===== src/rtl/mul_share_arbiter_if.sv =====
// Requester handshake, multiplier datapath hookup and response bus for mul_share_arbiter.
// The slave modport is the arbiter's view; master is the surrounding logic's view.
interface mul_share_arbiter_if #(
  parameter int unsigned NUM_REQ = 4,
  parameter int unsigned IDW     = 2
);
  logic                   en;
  logic [NUM_REQ-1:0]     req_valid;
  logic [4*NUM_REQ-1:0]   req_a;
  logic [4*NUM_REQ-1:0]   req_b;
  logic [NUM_REQ-1:0]     req_ready;
  logic [3:0]             mul_a;
  logic [3:0]             mul_b;
  logic [7:0]             mul_q;
  logic [NUM_REQ-1:0]     resp_valid;
  logic [IDW-1:0]         resp_id;
  logic [7:0]             resp_q;
  logic [3:0]             in_flight;

  modport slave (
    input  en, req_valid, req_a, req_b, mul_q,
    output req_ready, mul_a, mul_b, resp_valid, resp_id, resp_q, in_flight
  );

  modport master (
    output en, req_valid, req_a, req_b, mul_q,
    input  req_ready, mul_a, mul_b, resp_valid, resp_id, resp_q, in_flight
  );
endinterface


===== src/rtl/mul_share_arbiter.sv =====
// Round-robin sharing of one external pipelined 4x4 multiplier; a tag shift register
// matched to the multiplier depth routes each product back to the requester that issued it.
module mul_share_arbiter #(
  parameter int unsigned NUM_REQ        = 4,
  parameter int unsigned PIPELINE_DEPTH = 3,
  parameter int unsigned IDW            = 2
) (
  input logic                clk,
  input logic                rst_n,
  mul_share_arbiter_if.slave bus
);

  if (NUM_REQ < 2 || NUM_REQ > 8) begin : g_bad_num_req
    $error("mul_share_arbiter: NUM_REQ must be 2..8");
  end
  if (PIPELINE_DEPTH > 8) begin : g_bad_depth
    $error("mul_share_arbiter: PIPELINE_DEPTH must be 0..8");
  end
  if (IDW != $clog2(NUM_REQ)) begin : g_bad_idw
    $error("mul_share_arbiter: IDW must equal clog2(NUM_REQ)");
  end

  logic [IDW-1:0]     ptr_q, ptr_d;
  logic               grant_found;
  logic [IDW-1:0]     grant_idx;
  logic [IDW-1:0]     cand;
  logic               hs;
  logic [NUM_REQ-1:0] ready;
  logic [3:0]         sel_a, sel_b;
  logic [3:0]         mul_a_q, mul_b_q;
  logic [3:0]         in_flight_q;

  // Stage k holds the tag of the operation whose product is k multiplier stages deep.
  logic [PIPELINE_DEPTH:0] tag_vld_q;
  logic [IDW-1:0]          tag_id_q [PIPELINE_DEPTH+1];

  logic               resp_vld;
  logic [IDW-1:0]     resp_idx;
  logic [NUM_REQ-1:0] resp_vec;

  // First valid requester at or after ptr, searching cyclically.
  always_comb begin
    grant_found = 1'b0;
    grant_idx   = '0;
    cand        = '0;
    for (int unsigned off = 0; off < NUM_REQ; off++) begin
      cand = IDW'((32'(ptr_q) + off) % NUM_REQ);
      if (!grant_found && bus.req_valid[cand]) begin
        grant_found = 1'b1;
        grant_idx   = cand;
      end
    end
  end

  // rst_n gates ready so no handshake can complete while reset is held.
  assign hs = bus.en & rst_n & grant_found;

  always_comb begin
    ready = '0;
    if (hs) begin
      ready[grant_idx] = 1'b1;
    end
  end

  always_comb begin
    sel_a = '0;
    sel_b = '0;
    for (int i = 0; i < int'(NUM_REQ); i++) begin
      if (grant_idx == IDW'(i)) begin
        sel_a = bus.req_a[4*i +: 4];
        sel_b = bus.req_b[4*i +: 4];
      end
    end
  end

  assign ptr_d = hs ? IDW'((32'(grant_idx) + 32'd1) % NUM_REQ) : ptr_q;

  assign resp_vld = tag_vld_q[PIPELINE_DEPTH];
  assign resp_idx = tag_id_q[PIPELINE_DEPTH];

  always_ff @(posedge clk or negedge rst_n) begin
    if (!rst_n) begin
      ptr_q       <= '0;
      mul_a_q     <= '0;
      mul_b_q     <= '0;
      tag_vld_q   <= '0;
      in_flight_q <= '0;
      for (int k = 0; k <= int'(PIPELINE_DEPTH); k++) begin
        tag_id_q[k] <= '0;
      end
    end else begin
      ptr_q <= ptr_d;
      if (hs) begin
        mul_a_q <= sel_a;
        mul_b_q <= sel_b;
      end
      tag_vld_q[0] <= hs;
      tag_id_q[0]  <= hs ? grant_idx : '0;
      for (int k = 1; k <= int'(PIPELINE_DEPTH); k++) begin
        tag_vld_q[k] <= tag_vld_q[k-1];
        tag_id_q[k]  <= tag_id_q[k-1];
      end
      case ({hs, resp_vld})
        2'b10:   in_flight_q <= in_flight_q + 4'd1;
        2'b01:   in_flight_q <= in_flight_q - 4'd1;
        default: in_flight_q <= in_flight_q;
      endcase
    end
  end

  always_comb begin
    resp_vec = '0;
    if (resp_vld) begin
      resp_vec[resp_idx] = 1'b1;
    end
  end

  assign bus.req_ready  = ready;
  assign bus.mul_a      = mul_a_q;
  assign bus.mul_b      = mul_b_q;
  assign bus.resp_valid = resp_vec;
  assign bus.resp_id    = resp_vld ? resp_idx : '0;
  assign bus.resp_q     = resp_vld ? bus.mul_q : 8'd0;
  assign bus.in_flight  = in_flight_q;

endmodule


===== src/flat_wrapper.sv =====
// flat-port wrapper written by rule: the top's interface ports become plain ports
module mul_share_arbiter_flat 
#(
  parameter int unsigned NUM_REQ        = 4,
  parameter int unsigned PIPELINE_DEPTH = 3,
  parameter int unsigned IDW            = 2
)
  (clk, rst_n, bus_en, bus_req_valid, bus_req_a, bus_req_b, bus_mul_q, bus_req_ready, bus_mul_a, bus_mul_b, bus_resp_valid, bus_resp_id, bus_resp_q, bus_in_flight);
  mul_share_arbiter_if #(.NUM_REQ(NUM_REQ), .IDW(IDW)) bus_i ();
  input logic clk;
  input logic rst_n;
  input wire logic [$bits(bus_i.en)-1:0] bus_en;
  input wire logic [$bits(bus_i.req_valid)-1:0] bus_req_valid;
  input wire logic [$bits(bus_i.req_a)-1:0] bus_req_a;
  input wire logic [$bits(bus_i.req_b)-1:0] bus_req_b;
  input wire logic [$bits(bus_i.mul_q)-1:0] bus_mul_q;
  output wire logic [$bits(bus_i.req_ready)-1:0] bus_req_ready;
  output wire logic [$bits(bus_i.mul_a)-1:0] bus_mul_a;
  output wire logic [$bits(bus_i.mul_b)-1:0] bus_mul_b;
  output wire logic [$bits(bus_i.resp_valid)-1:0] bus_resp_valid;
  output wire logic [$bits(bus_i.resp_id)-1:0] bus_resp_id;
  output wire logic [$bits(bus_i.resp_q)-1:0] bus_resp_q;
  output wire logic [$bits(bus_i.in_flight)-1:0] bus_in_flight;
  assign bus_i.en = bus_en;
  assign bus_i.req_valid = bus_req_valid;
  assign bus_i.req_a = bus_req_a;
  assign bus_i.req_b = bus_req_b;
  assign bus_i.mul_q = bus_mul_q;
  assign bus_req_ready = bus_i.req_ready;
  assign bus_mul_a = bus_i.mul_a;
  assign bus_mul_b = bus_i.mul_b;
  assign bus_resp_valid = bus_i.resp_valid;
  assign bus_resp_id = bus_i.resp_id;
  assign bus_resp_q = bus_i.resp_q;
  assign bus_in_flight = bus_i.in_flight;
  mul_share_arbiter #(.NUM_REQ(NUM_REQ), .PIPELINE_DEPTH(PIPELINE_DEPTH), .IDW(IDW)) u_core (.clk(clk), .rst_n(rst_n), .bus(bus_i));
endmodule

===== config.mk =====
export PLATFORM = sky130hd
export DESIGN_NAME = mul_share_arbiter_flat
export DESIGN_NICKNAME = d
export VERILOG_FILES = /design/src/rtl/mul_share_arbiter_if.sv /design/src/rtl/mul_share_arbiter.sv /design/src/flat_wrapper.sv
export SDC_FILE = /design/constraint.sdc
export NUM_CORES = 1
export LEC_CHECK = 0
export CELL_PAD_IN_SITES_DETAIL_PLACEMENT = 1
export CELL_PAD_IN_SITES_GLOBAL_PLACEMENT = 1
export CORE_AREA = 4 4 80 82
export CTS_BUF_LIST = sky130_fd_sc_hd__clkbuf_8
export CTS_CLUSTER_SIZE = 40
export DETAILED_ROUTE_END_ITERATION = 7
export DIE_AREA = 0 0 84 86
export PLACE_DENSITY_LB_ADDON = 0.3
export SYNTH_ARGS = -nofsm -noshare
export SYNTH_HDL_FRONTEND = slang
export SYNTH_SLANG_ARGS = --single-unit

===== constraint.sdc =====
create_clock -name clk -period 2 [get_ports clk]
set_input_delay 0.3 -clock clk [delete_from_list [all_inputs] [get_ports clk]]
set_output_delay 0.3 -clock clk [all_outputs]
set_load 0.02 [all_outputs]

==> results.cfg, run 1 <==
[cells_and_area]
stdcell_area_sq_mm = 0.002640
fin_nets = 312
drive_above_1_share_pct = 24.90
area_growth_pct = 82.84
nFillCells = 694
diodes = 0

[worst_setup_path]
r2r-end = u_core.bus.mul_a[0]$_DFFE_PN0P_
crit_start = u_core.ptr_q[0]$_DFFE_PN0P_
worstPathArrival_ns = 1.80
critPathBufInv = 2
cp_slowest_cell = dfrtp_2
start_kind = register
cp_cell_sequence = nor3b_2, a211o_1, o21ai_4, inv_2, ha_2, and2_1, buf_4
crit_required_ns = 1.70
reg2reg_depth = 10
max_stage_delay_ns = 0.45
worst_path_dominant_cell_family = flip-flops
reg2reg_setup_slack_ns = -0.02
cp-end-kind = output pin
worst-setup-path-type = reg2out
path_max_fanout = 5
r2r_start = u_core.ptr_q[0]$_DFFE_PN0P_

[status]
status = finished, violations left
violations = negative setup slack

[yosys]
yosysWarnings = 0
netlist.area_leader.share_pct = 45.06
synth_edf_count = 0
yosys-top-cells-count = a21oi_1 (27), dfrtp_1 (26), and2_1 (14), nor2_1 (13)
synth_area_sq_mm = 0.001444
synth.avg_cell_area_sq_um = 9.024
ys.flop_type = dfrtp_1
yosysSeqAreaShare_pct = 45.06
synth_top_area_cell = dfrtp_1
yosysMostFrequentCell = a21oi_1
async_flop_share_pct = 100.0
synth_area_leaders = dfrtp_1 (45%), a21oi_1 (9.4%), and2_1 (6.1%)
synth_nets = 214
synth_cells = 160
ys_types = 30
ys_ff_latch = 26

[floorplanning]
die_area_sq_mm = 0.007224
die_y_microns = 86
die_w_microns = 84
start_util_pct = 25.13
pin_count = 77
core_sq_mm = 0.005746
fp-row-count = 28

[detailed_routing]
ant_nets = 0
wl_microns = 4393
drt_pass1_iterations = 4
route.detailed.drc = 0
vias_per_cell = 4.316
drtIter0Drc = 69
vias = 1433
wl_per_cell_microns = 13.23

[cts]
cts_tree = built
cts_buffers = 3
clock_latency_ns = 0.26
clk_pin_slew_ns = 0.09
cts_root_buf = clkbuf_8
h-tree-depth = 1
max-clock-path-buffers = 2
numClockSinks = 26

[sta]
rsz0062_at_grt = true
worst_slack_ns = -0.09527
fmax_mhz = 477.3
setup_violations = 8
period_share_pct = 104.8
slew_headroom_pct = 77.44
final.min_clock_period_ns = 2.095
final_hold_viol_count = 0
timing.hold.ws_ns = 0.2663
drv_slew = 0
worst_clock_skew_ns = 0.005711
worst_pin_slew_ns = 0.3384

[global_route]
grt_first_pass_wirelength_microns = 6872
grt_pass1_vias = 1393
grt_max_degree = 27
antenna_found_initial = 0
grt_overflow_total = 0
grt_usage_pct = 11.60

[place]
placed_area_sq_mm = 0.002395
gp_congestion = 0.7040
port_buffers = 76
hpwl_microns = 3339

[hold_path]
hp-class = in2async

[power]
leakage_nw = 1.141
pwr_density_cell_mw_per_mm2 = 952.7
vdd_drop_max_mv = 0.4584
power_mw = 2.515

[run]
drv_cap = 0
## flip-flops by register name (all words and copies together), names as in the netlist
name	flops
u_core.bus.in_flight	4
u_core.tag_vld_q	4
u_core.resp_idx	2
u_core.tag_id_q	6
u_core.bus.mul_a	4
u_core.bus.mul_b	4
u_core.ptr_q	2
## cell type report
| cell class | count | area (sq um) | share of cell area (%) |
|---|---|---|---|
| clock buffers | 4 | 55.05 | 2.085 |
| multi-input cells | 113 | 825.8 | 31.28 |
| inverters | 11 | 41.29 | 1.564 |
| repair buffers | 103 | 969.7 | 36.73 |
| flip-flops and latches | 26 | 654.4 | 24.79 |
| well taps | 75 | 93.84 | 3.555 |
## power breakdown
part	switching (mW)	leakage (nW)	internal [mW]	total (mW)
combinational	0.669	0.796	0.717	1.39
sequential	0.131	0.317	0.668	0.800
clock	0.154	0.0288	0.175	0.330
## cells in the final DEF, fill, tap and decap left out, types with 2 or more instances in the layout
cell,n
ha_2,4
dlygate4sd2_1,5
and2_4,2
and2_1,12
xor2_1,4
a21oi_1,21
buf_6,6
a22oi_1,8
nand2_1,8
a21oi_2,6
dfrtp_1,23
o21ai_1,4
o21ai_0,3
nor2_1,13
ha_4,3
inv_2,3
clkbuf_8,4
buf_4,25
clkdlybuf4s50_1,67
inv_1,8
dfrtp_2,3
nor2b_1,5
## routing by layer
layer / vias to the layer above / global-route usage (%) / share of wire, %
met5: - / 0 / 0
met4: 0 / 2.193 / 0.87
met3: 2 / 2.113 / 6.3
met2: 48 / 19.67 / 50
met1: 652 / 15.62 / 43
li1: 731 / - / -
## through the flow
step | setup slack, ns | std cells | utilization [%] | setup TNS, ns
finish | -0.09527 | 332 | 45.95 | -0.3213
global route | -0.1636 | 332 | 45.95 | -1.606
CTS | -0.05664 | 325 | 43.75 | -0.2210
detailed placement | -0.7087 | 320 | 41.68 | -8.312
global placement | -0.6656 | 320 | 41.68 | -7.499
floorplan | 0.003846 | 160 | - | 0
## timing repair
item                       in CTS  in global routing
gates resized for setup        45                 20
pin swaps                       6                 10
hold buffers                    0                  0
setup buffers                   1                  7
setup endpoints to repair      17                 15
## kinds of logic after synthesis
logic type | after synthesis | share of synthesized area, %
mux | 3 | 2.253
xor+xnor | 5 | 3.033
buf+inv | 21 | 6.066
fa+ha+maj | 7 | 6.066
flops | 26 | 45.06
compound gates | 50 | 20.19
simple gates | 48 | 17.33
## worst max path at each step
| stage | end | slack, ns | cells past startpoint |
|---|---|---|---|
| 6_report | bus_req_ready[2] | -0.1 | 7 |
| 5_1_grt | bus_req_ready[2] | -0.16 | 7 |
| 4_1_cts | bus_req_ready[1] | -0.06 | 7 |
| 3_5_place_dp | bus_req_ready[1] | -0.71 | 7 |
| 3_3_place_gp | bus_req_ready[1] | -0.67 | 7 |
| 2_1_floorplan | u_core.bus.in_flight[2]$_DFFE_PN0P_ | 0.004 | 11 |
## worst register-to-register path, delay by kind of cell, from the launching register on
kind | cells | cell delay (ns)
compound gates | 6 | 0.86
fa+ha+maj | 1 | 0.19
buf+inv | 2 | 0.23
flops | 1 | 0.45
simple gates | 1 | 0.17
(Power assumes the default switching activity.)
==> run 2: changes to the inputs <==
--- a/config.mk
+++ b/config.mk
@@ -9,9 +9,11 @@
 export CELL_PAD_IN_SITES_GLOBAL_PLACEMENT = 1
 export CORE_AREA = 4 4 80 82
 export CTS_BUF_LIST = sky130_fd_sc_hd__clkbuf_8
+export CTS_CLUSTER_DIAMETER = 60
 export CTS_CLUSTER_SIZE = 40
 export DETAILED_ROUTE_END_ITERATION = 7
 export DIE_AREA = 0 0 84 86
+export GPL_ROUTABILITY_DRIVEN = 0
 export PLACE_DENSITY_LB_ADDON = 0.3
 export SYNTH_ARGS = -nofsm -noshare
 export SYNTH_HDL_FRONTEND = slang
==> results of run 2 <==
The final DEF is identical to that of run 1; final timing and power are the same.
==> run 3: changes to the inputs <==
--- a/config.mk
+++ b/config.mk
@@ -5,14 +5,15 @@
 export SDC_FILE = /design/constraint.sdc
 export NUM_CORES = 1
 export LEC_CHECK = 0
+export ABC_AREA = 1
 export CELL_PAD_IN_SITES_DETAIL_PLACEMENT = 1
 export CELL_PAD_IN_SITES_GLOBAL_PLACEMENT = 1
-export CORE_AREA = 4 4 80 82
+export CORE_AREA = 4 4 86 88
 export CTS_BUF_LIST = sky130_fd_sc_hd__clkbuf_8
 export CTS_CLUSTER_DIAMETER = 60
 export CTS_CLUSTER_SIZE = 40
 export DETAILED_ROUTE_END_ITERATION = 7
-export DIE_AREA = 0 0 84 86
+export DIE_AREA = 0 0 90 92
 export GPL_ROUTABILITY_DRIVEN = 0
 export PLACE_DENSITY_LB_ADDON = 0.3
 export SYNTH_ARGS = -nofsm -noshare
==> run 3 against run 2 <==
- the run still ends with negative setup slack left
- cell count up 27%
- clock power up 30%
- final area up 20%
- via count up 30%
- critical path depth up 11
- sequential power up 14%
- largest power group unchanged
==> results.cfg, run 3 <==
[worst_setup_path]
r2r_start = u_core.ptr_q[0]$_DFFE_PN0P_
reg2reg_depth = 18
worst-setup-path-type = reg2reg
cp_cell_sequence = buf_6, nand2_1, nand2_2, nand2_4, nand2_4, nor2_8, nand4_1, nand2_4, ha_4, inv_2, buf_6, nor2_4, nand2_1, nand2_2, o21ai_1, nand2_1, o21ai_1, o21ai_1
worstPathArrival_ns = 2.57
max_stage_delay_ns = 0.47
crit_required_ns = 2.20
cp-endpoint = u_core.bus.mul_b[1]$_DFFE_PN0P_
cp-end-kind = register
worst_path_dominant_cell_family = simple AND/OR/NAND/NOR gates
start_kind = register
crit_start = u_core.ptr_q[0]$_DFFE_PN0P_
path_max_fanout = 8
cp_slowest_cell = dfrtp_2
critPathBufInv = 3
cp.depth = 18
reg2reg_setup_slack_ns = -0.37
r2r-end = u_core.bus.mul_b[1]$_DFFE_PN0P_

[yosys]
ys.flop_type = dfrtp_1
yosysMostFrequentCell = nand2_1
synth_nets = 290
async_flop_share_pct = 100.0
netlist.area_leader.share_pct = 38.24
ys_types = 23
synth.avg_cell_area_sq_um = 7.210
synth_area_leaders = dfrtp_1 (38%), nand2_1 (19%), inv_1 (6.6%)
synth_edf_count = 0
yosys-top-cells-count = nand2_1 (86), inv_1 (30), dfrtp_1 (26), o21ai_0 (17), nor2_1 (13)
ys_ff_latch = 26
synth_cells = 236
synth_top_area_cell = dfrtp_1
yosysSeqAreaShare_pct = 38.24
yosysWarnings = 0
synth_area_sq_mm = 0.001702

[global_route]
grt_pass1_vias = 1953
grt_usage_pct = 13.36
antenna_found_initial = 0
grt-busiest-layer = met2
met1_usage_pct = 16.40
grt_overflow_total = 0
grt_max_degree = 27
grt_first_pass_wirelength_microns = 9142
use_met3_pct = 1.231
grt_use_met2_pct = 24.58

[sta]
final.min_clock_period_ns = 2.371
worst_pin_slew_ns = 0.3703
fmax_mhz = 421.8
setup_violations = 18
worst_clock_skew_ns = 0.004256
rsz0062_at_grt = true
final_hold_viol_count = 0
worst_slack_ns = -0.3709
period_share_pct = 118.5
tns_ns = -5.017
slew_headroom_pct = 75.31
timing.hold.ws_ns = 0.3544
drv_slew = 0

[place]
dpl_worst_slack_ns = -0.8273
dp.cells = 404
hpwl_microns = 4203
port_buffers = 76
placed_area_sq_mm = 0.002728

[cts]
cts_hold_buffers = 0
cts_buffers = 3
clk_pin_slew_ns = 0.09
cts_tree = built
max-clock-path-buffers = 2
clock_latency_ns = 0.27
h-tree-depth = 1
cts_root_buf = clkbuf_8
numClockSinks = 26

[floorplanning]
pin_count = 77
die_y_microns = 92
die_area_sq_mm = 0.008280
start_util_pct = 25.61
core_sq_mm = 0.006644
fp-row-count = 30
die_w_microns = 90

[cells_and_area]
drive_above_1_share_pct = 34.60
layout_common_cells = clkdlybuf4s50_1 (72), nand2_1 (69), dfrtp_1 (24), buf_4 (23), inv_1 (22)
multi_input_area_sq_mm = 0.001175
diodes = 0
largest_reg_flops = 6
layout.cells.non_filler = 421
final-seq-area_sq_um = 653.1
stdcell_area_sq_mm = 0.003169
nFillCells = 806
area_growth_pct = 86.25
layout_commonest_cell = clkdlybuf4s50_1
fin_nets = 396
final_core_util_pct = 47.70
max_flop_register = u_core.tag_id_q

[power]
vdd_drop_max_mv = 1.120
pwr_density_cell_mw_per_mm2 = 1848
leakage_nw = 1.547
power_mw = 5.857

[status]
violations = negative setup slack
status = finished, violations left

[detailed_routing]
wl_per_cell_microns = 13.16
drtIter0Drc = 48
vias = 1865
ant_nets = 0
route.detailed.drc = 0
drt_pass1_iterations = 4
wl_microns = 5541
vias_per_cell = 4.430

[run]
drv_cap = 0

[hold_path]
hp-class = reg2reg
## run 3: how the worst min path moves through the flow
stage | startpoint | to | slack (ns) | depth (start not counted)
2_1_floorplan | rst_n | u_core.bus.in_flight[0]$_DFFE_PN0P_ | 0.004 | 0
3_3_place_gp | u_core.tag_id_q[3]$_DFF_PN0_ | u_core.resp_idx[1]$_DFF_PN0_ | 0.33 | 0
3_5_place_dp | u_core.tag_vld_q[2]$_DFF_PN0_ | u_core.tag_vld_q[3]$_DFF_PN0_ | 0.34 | 0
4_1_cts | u_core.tag_id_q[5]$_DFF_PN0_ | u_core.tag_id_q[3]$_DFF_PN0_ | 0.36 | 0
5_1_grt | u_core.tag_id_q[3]$_DFF_PN0_ | u_core.resp_idx[1]$_DFF_PN0_ | 0.36 | 0
6_report | u_core.tag_id_q[3]$_DFF_PN0_ | u_core.resp_idx[1]$_DFF_PN0_ | 0.35 | 0
## run 3: area by class of cell
cell class	instances	share of cell area [%]
timing repair buffer	108	32.89
sequential	26	20.61
multi-input combinational	171	37.07
clock inverter	1	0.9475
tap	80	3.158
inverter	32	4.027
clock buffer	3	1.303
## run 3: worst register-to-register path, cell delays in order, from the launching register on
cell and delay [ns]:
dfrtp_2 0.47, buf_6 0.16, nand2_1 0.07, nand2_2 0.07, nand2_4 0.08, nand2_4 0.07, nor2_8 0.14, nand4_1 0.14
nand2_4 0.16, ha_4 0.15, inv_2 0.04, buf_6 0.11, nor2_4 0.20, nand2_1 0.10, nand2_2 0.08, o21ai_1 0.07
nand2_1 0.06, o21ai_1 0.06, o21ai_1 0.11
## run 3: routing by layer
layer / share of wire (%) / vias to the layer above
met5: 0 / -
met4: 1.5 / 0
met3: 3.9 / 9
met2: 54 / 42
met1: 40 / 866
li1: - / 948
## run 3: power by group
part / switching, mW / internal, mW
combinational: 2.51 / 2.00
clock: 0.162 / 0.268
sequential: 0.186 / 0.730
## run 3: logic make-up (layout without fill, tap and decap cells)
kind of cell	Yosys count	after routing	synth area share (%)
xor gates and xnor gates	3	3	1.544
and+or+nand+nor	125	125	33.31
AOI/OAI and AO/OA	36	36	11.40
buffers and inverters	39	144	10.37
DFF	26	26	38.24
adders and majority gates	7	7	5.147
## run 3: what timing repair did
| action | in CTS | in global routing |
|---|---|---|
| cloned | 1 | 0 |
| setup buffers | 10 | 2 |
| gates resized for setup | 73 | 33 |
| pin swaps | 33 | 21 |
| endpoints found under the setup margin | 19 | 25 |
